[src/rtl/unidade_busca.sv]
`default_nettype none
// ============================================================================
// Module      : unidade_busca
// Description : Instruction fetch unit. Owns the program counter, drives the
//               ROM read address, registers the fetched instruction and
//               offers it to the decode stage over a valid/ready handshake.
//               Taken branches (desvio) re-target the PC and flush the
//               wrong-path instruction with a single bubble cycle.
// Revision    : 1.0 - initial release
// ============================================================================
module unidade_busca #(
  parameter int LARGURA_END   = 8,
  parameter int LARGURA_INSTR = 8
) (
  input  logic                     clk,
  input  logic                     rst_n,
  input  logic                     habilita,
  output logic [LARGURA_END-1:0]   ler_endereco,
  input  logic [LARGURA_INSTR-1:0] instrucao_in,
  output logic [LARGURA_INSTR-1:0] instrucao_out,
  output logic [LARGURA_END-1:0]   pc_out,
  output logic                     valido,
  input  logic                     pronto,
  input  logic                     desvio,
  input  logic [LARGURA_END-1:0]   alvo_desvio,
  output logic [1:0]               estado,
  output logic [15:0]              contador_instr
);

  typedef enum logic [1:0] {
    OCIOSO   = 2'd0,
    BUSCANDO = 2'd1,
    DESVIO   = 2'd2
  } estado_t;

  estado_t                  r_estado;
  estado_t                  w_prox_estado;
  logic [LARGURA_END-1:0]   r_pc;
  logic [LARGURA_END-1:0]   r_pc_out;
  logic [LARGURA_INSTR-1:0] r_ir;
  logic                     r_valido;
  logic [15:0]              r_contador;

  logic w_slot_livre;
  logic w_transfer;
  logic w_captura;

  assign w_slot_livre = !r_valido || pronto;
  assign w_transfer   = r_valido && pronto;

  // State register
  always_ff @(posedge clk) begin
    if (!rst_n) begin
      r_estado <= OCIOSO;
    end else begin
      r_estado <= w_prox_estado;
    end
  end

  // Next-state and capture decision; a redirect overrides everything else.
  // Leaving DESVIO with habilita high captures the target instruction on the
  // same edge, so the redirect costs exactly one bubble.
  always_comb begin
    w_prox_estado = r_estado;
    w_captura     = 1'b0;
    if (desvio) begin
      w_prox_estado = DESVIO;
    end else begin
      case (r_estado)
        OCIOSO: begin
          if (habilita) begin
            w_prox_estado = BUSCANDO;
          end
        end
        BUSCANDO: begin
          if (!habilita) begin
            w_prox_estado = OCIOSO;
          end else begin
            w_captura = w_slot_livre;
          end
        end
        DESVIO: begin
          if (habilita) begin
            w_prox_estado = BUSCANDO;
            w_captura     = 1'b1;
          end else begin
            w_prox_estado = OCIOSO;
          end
        end
        default: begin
          w_prox_estado = OCIOSO;
        end
      endcase
    end
  end

  // PC, instruction register, valid flag and transfer counter
  always_ff @(posedge clk) begin
    if (!rst_n) begin
      r_pc       <= '0;
      r_pc_out   <= '0;
      r_ir       <= '0;
      r_valido   <= 1'b0;
      r_contador <= 16'd0;
    end else begin
      // A transfer on a redirect edge still counts; the IR is flushed after.
      if (w_transfer) begin
        r_contador <= r_contador + 16'd1;
      end
      if (desvio) begin
        r_pc     <= alvo_desvio;
        r_valido <= 1'b0;
      end else if (w_captura) begin
        r_ir     <= instrucao_in;
        r_pc_out <= r_pc;
        r_valido <= 1'b1;
        r_pc     <= r_pc + LARGURA_END'(1);
      end else if (w_transfer) begin
        r_valido <= 1'b0;
      end
    end
  end

  assign ler_endereco   = r_pc;
  assign instrucao_out  = r_ir;
  assign pc_out         = r_pc_out;
  assign valido         = r_valido;
  assign estado         = r_estado;
  assign contador_instr = r_contador;

endmodule
`default_nettype wire
[config.mk]
export PLATFORM = sky130hd
export DESIGN_NAME = unidade_busca
export DESIGN_NICKNAME = d
export VERILOG_FILES = /design/src/rtl/unidade_busca.sv
export SDC_FILE = /design/constraint.sdc
export NUM_CORES = 1
export LEC_CHECK = 0
export ABC_CLOCK_PERIOD_IN_PS = 1700
export CAP_MARGIN = 20
export CORE_MARGIN = 3
export CORE_UTILIZATION = 23
export CTS_CLUSTER_SIZE = 12
export DETAILED_ROUTE_END_ITERATION = 10
export GPL_TIMING_DRIVEN = 0
export PLACE_DENSITY_LB_ADDON = 0.1
export SLEW_MARGIN = 5
export SYNTH_ARGS = -nofsm -noshare
export SYNTH_HDL_FRONTEND = slang
export SYNTH_SLANG_ARGS = --single-unit
[constraint.sdc]
create_clock -name clk -period 1.7 [get_ports clk]
set_input_delay 0.34 -clock clk [delete_from_list [all_inputs] [get_ports clk]]
set_output_delay 0.34 -clock clk [all_outputs]
set_load 0.005 [all_outputs]
==> metrics.md <==
| Metric | Value |
|---|---|
| Status | completed |
| Routed len/inst | 13.69 µm |
| Finished Cell Area | 2978 µm² |
| GR Util met3 | 0.03172 |
| Starting Density | 0.2415 |
| Placed Cells incl. Taps | 390 |
| Clk sink count | 43 |
| DR vias/cell | 4.499 |
| Inserted Diodes | 0 |
| Switching Power | 0.5047 mW |
| Worst Hold Slack | 0.4802 ns |
| Synth Cell Area | 1896 µm² |
| CTS tree | built |
| Seq pwr share | 0.501 |
| Part of the power in combinational logic | 0.111 |
| Critical path type | reg -> reg |
| Hold buffer count at cts | 0 |
| GR peak layer | met2 |
| Final wirelength | 5546 µm |
| Worst slew pin tran | 0.5066 ns |
| Pwr Density | 705.1 nW/µm² |
| Pre-CTS worst setup slack | -0.8794 ns |
| Count of pins over their slew limit | 0 |
| Final cycle utilization of the critical path | 0.9796 |
| FF/Latch Area | 874.6 µm² |
| Die width | 96.79 µm |
| Total power | 2.100 mW |
| FF-to-FF path depth | 6 |
| Final GP Congestion | 0.7538 |
| Time the worst path needs with I/O delays and setup | 1.665 ns |
| Commonest non-fill, non-tap cells in the layout | 62 x clkdlybuf4s50_1, 36 x dfxtp_1, 27 x a21oi_1, 26 x nand2_1, 25 x o21ai_0 |
| Dominant combinational cell family by area after synthesis | simple AND/OR/NAND/NOR gates |
| Initial antenna violation count | 0 |
| First-pass GRT wire length | 9121 µm |
| Initial DRT Pass Iterations | 4 |
| Netlist cell types | 31 |
| Adder-Cell Fraction of Synth Area | 0.03300 |
| Post-DP HPWL | 4011 µm |
| R2R Setup Slk | 0.03 ns |
| Setup crit start | estado[1] |
| Critical Path RT | 1.93 ns |
| Synth Area in XOR/XNOR | 0.07855 |
| Synth Area in Simple Gates | 0.2185 |
| Final Hold Vio Count | 0 |
| Yosys reg bits | 43 |
| Total track usage | 0.1182 |
| RSZ-0062 raised after global routing | yes |
| Chip Height | 96.79 µm |
| Via count | 1,822 |
| Num CTS Buffers | 5 |
| Worst vdd ir | 0.0003612 V |
| PortBufs | 63 |
| Nets | 328 |
| Synth Net Count | 251 |
| R2r endpoint | ler_endereco[5] |
| Launch point of the worst reg-to-reg path | estado[1] |
| Clock share of power | 0.388 |
| Mean post-synth cell area | 8.425 µm² |
| GR Util met1 | 0.1508 |
| WP data arrival | 1.90 ns |
| Total gr overflow | 0 |
| Post-synthesis sequential area ratio | 0.4541 |
| Largest net degree at the start of global routing | 15 |
| Cell Rows | 32 |
| Clock latency on the worst-skew pair | 0.30 ns |
| Vias in the first global route | 1,806 |
| Commonest non-fill, non-tap cell in the layout | clkdlybuf4s50_1 |
| Multiplexer share of the synthesized area | 0.01056 |
| Post-Syn Instances | 225 |
| Setup TNS | 0 ns |
| Area occupied by multi-input gates | 1049 µm² |
| Yosys warnings | 0 |
| Met2 usage | 0.1980 |
| CTS Root Cell | clkbuf_8 |
| Setup Skew | 0.008559 ns |
| CP startpoint kind | flip-flop |
| Leak pwr | 0.9889 nW |
| Antenna Nets Post-Route | 0 |
| Layout area overhead | 57.10% |
| Fin worst setup slack | 0.03467 ns |
| Relative slew slack | 0.6623 |
| Worst Setup EP | ler_endereco[5] |
| DRT iter0 DRCs | 56 |
| Placed Area | 2680 µm² |
| Worst-case clock buffer depth | 2 |
| # fillers | 846 |
| Clock transition at path regs | 0.09 ns |
| Max-cap violations | 0 |
| Core Box Area | 7848 µm² |
| Post-synthesis compound-gate area fraction | 0.1696 |
| # DRC | 0 |
| Share of cells above drive strength 1 | 0.1353 |
| IO Pins | 64 |
| F_max | 600.5 MHz |
| H-tree Lvls | 2 |
| HP Class | reg -> reg |
| Die ar. | 9367 µm² |
| Internal Power | 1.595 mW |
| Setup violators final | 0 |
| Final design utilization | 0.3795 |
| Kind of end point of the critical path | flip-flop |
| CP Max Fanout | 6 |
| Final non-filler cell total | 405 |
| Switching share of power | 0.2404 |
[worst max-delay path, cell delays in order (launching register included)]
cell and delay [ns]:
dfxtp_4 0.37, inv_2 0.06, ha_4 0.27, o211ai_4 0.07, or2_4 0.29, or4_4 0.41
a31oi_1 0.13
[state kept, by name, indices dropped and copies added (netlist names)]
register	flops
estado	2
pc_out	8
ler_endereco	8
instrucao_out	8
valido	1
contador_instr	16
[cell families (layout without fill, tap and decap cells)]
family,count (synthesis),count (layout)
simple gates,81,81
compound gates,60,60
flops,43,43
xor+xnor,17,17
buf+inv,17,95
fa+ha+maj,5,5
mux,2,2
[power by group through the flow]
stage	Sequential, mW	Combinational, mW	Clock (mW)
final	1.05	0.233	0.814
after global routing	1.06	0.255	0.887
after CTS	1.05	0.226	0.855
after detailed placement	1.08	0.207	0
after global placement	1.08	0.206	0
after floorplan	1.07	0.0844	0
[Yosys cell counts, drive strengths merged]
cell     n  area, µm²
ha       5      62.56
nand4    8      50.05
xor2     7      61.31
a21oi   27      135.1
dfxtp   43      860.8
or2      1      6.260
o21ai   27      135.1
nor3b    2      20.02
a221oi   1      8.760
clkbuf   8      30.03
nor4     3      18.77
and4     4      35.03
nor4b    2      17.52
nand3    8      40.04
xnor2   10      87.58
nand2   26      97.59
a31o     1      8.760
mux2i    2      20.02
o21a     1      7.510
or3      1      6.260
nor3     6      30.03
nor4bb   1      10.01
nand2b   3      18.77
o31ai    1      7.510
a31oi    1      6.260
o211ai   1      12.51
buf      3      15.01
inv      6      22.52
or4      1      7.510
nor2    15      56.30
[worst min-delay path by stage]
stage / start / to / slack (ns) / cells past startpoint
finish: instrucao_out[6] / instrucao_out[6] / 0.48 / 2
global route: pc_out[5] / pc_out[5] / 0.51 / 2
CTS: instrucao_out[6] / instrucao_out[6] / 0.48 / 2
detailed placement: instrucao_out[6] / instrucao_out[6] / 0.47 / 2
global placement: instrucao_out[6] / instrucao_out[6] / 0.46 / 2
floorplan: ler_endereco[7] / pc_out[7] / 0.47 / 2
[per-layer routing]
| metal | routed length, µm | vias up |
|---|---|---|
| li1 | - | 948 |
| met3 | 271 | 6 |
| met5 | 0 | - |
| met2 | 2640 | 44 |
| met1 | 2576 | 824 |
| met4 | 58 | 0 |
[final cells by class]
type | count | share of cell area
Timing Repair Buffer | 71 | 0.2429
Multi-Input combinational cell | 165 | 0.3521
Clock buffer | 5 | 0.02311
Clock inverter | 3 | 0.01471
Buffer | 10 | 0.02311
Inverter | 6 | 0.007563
Sequential cell | 43 | 0.2937
Tap cell | 102 | 0.04286
[what timing repair did]
action                                  in CTS  in global routing
setup buffers                                6                  1
endpoints found under the setup margin      29                 21
cloned                                       0                  1
pin swaps                                    3                  7
gates resized for setup                     19                 17
Power figures use the tool's default switching activity.
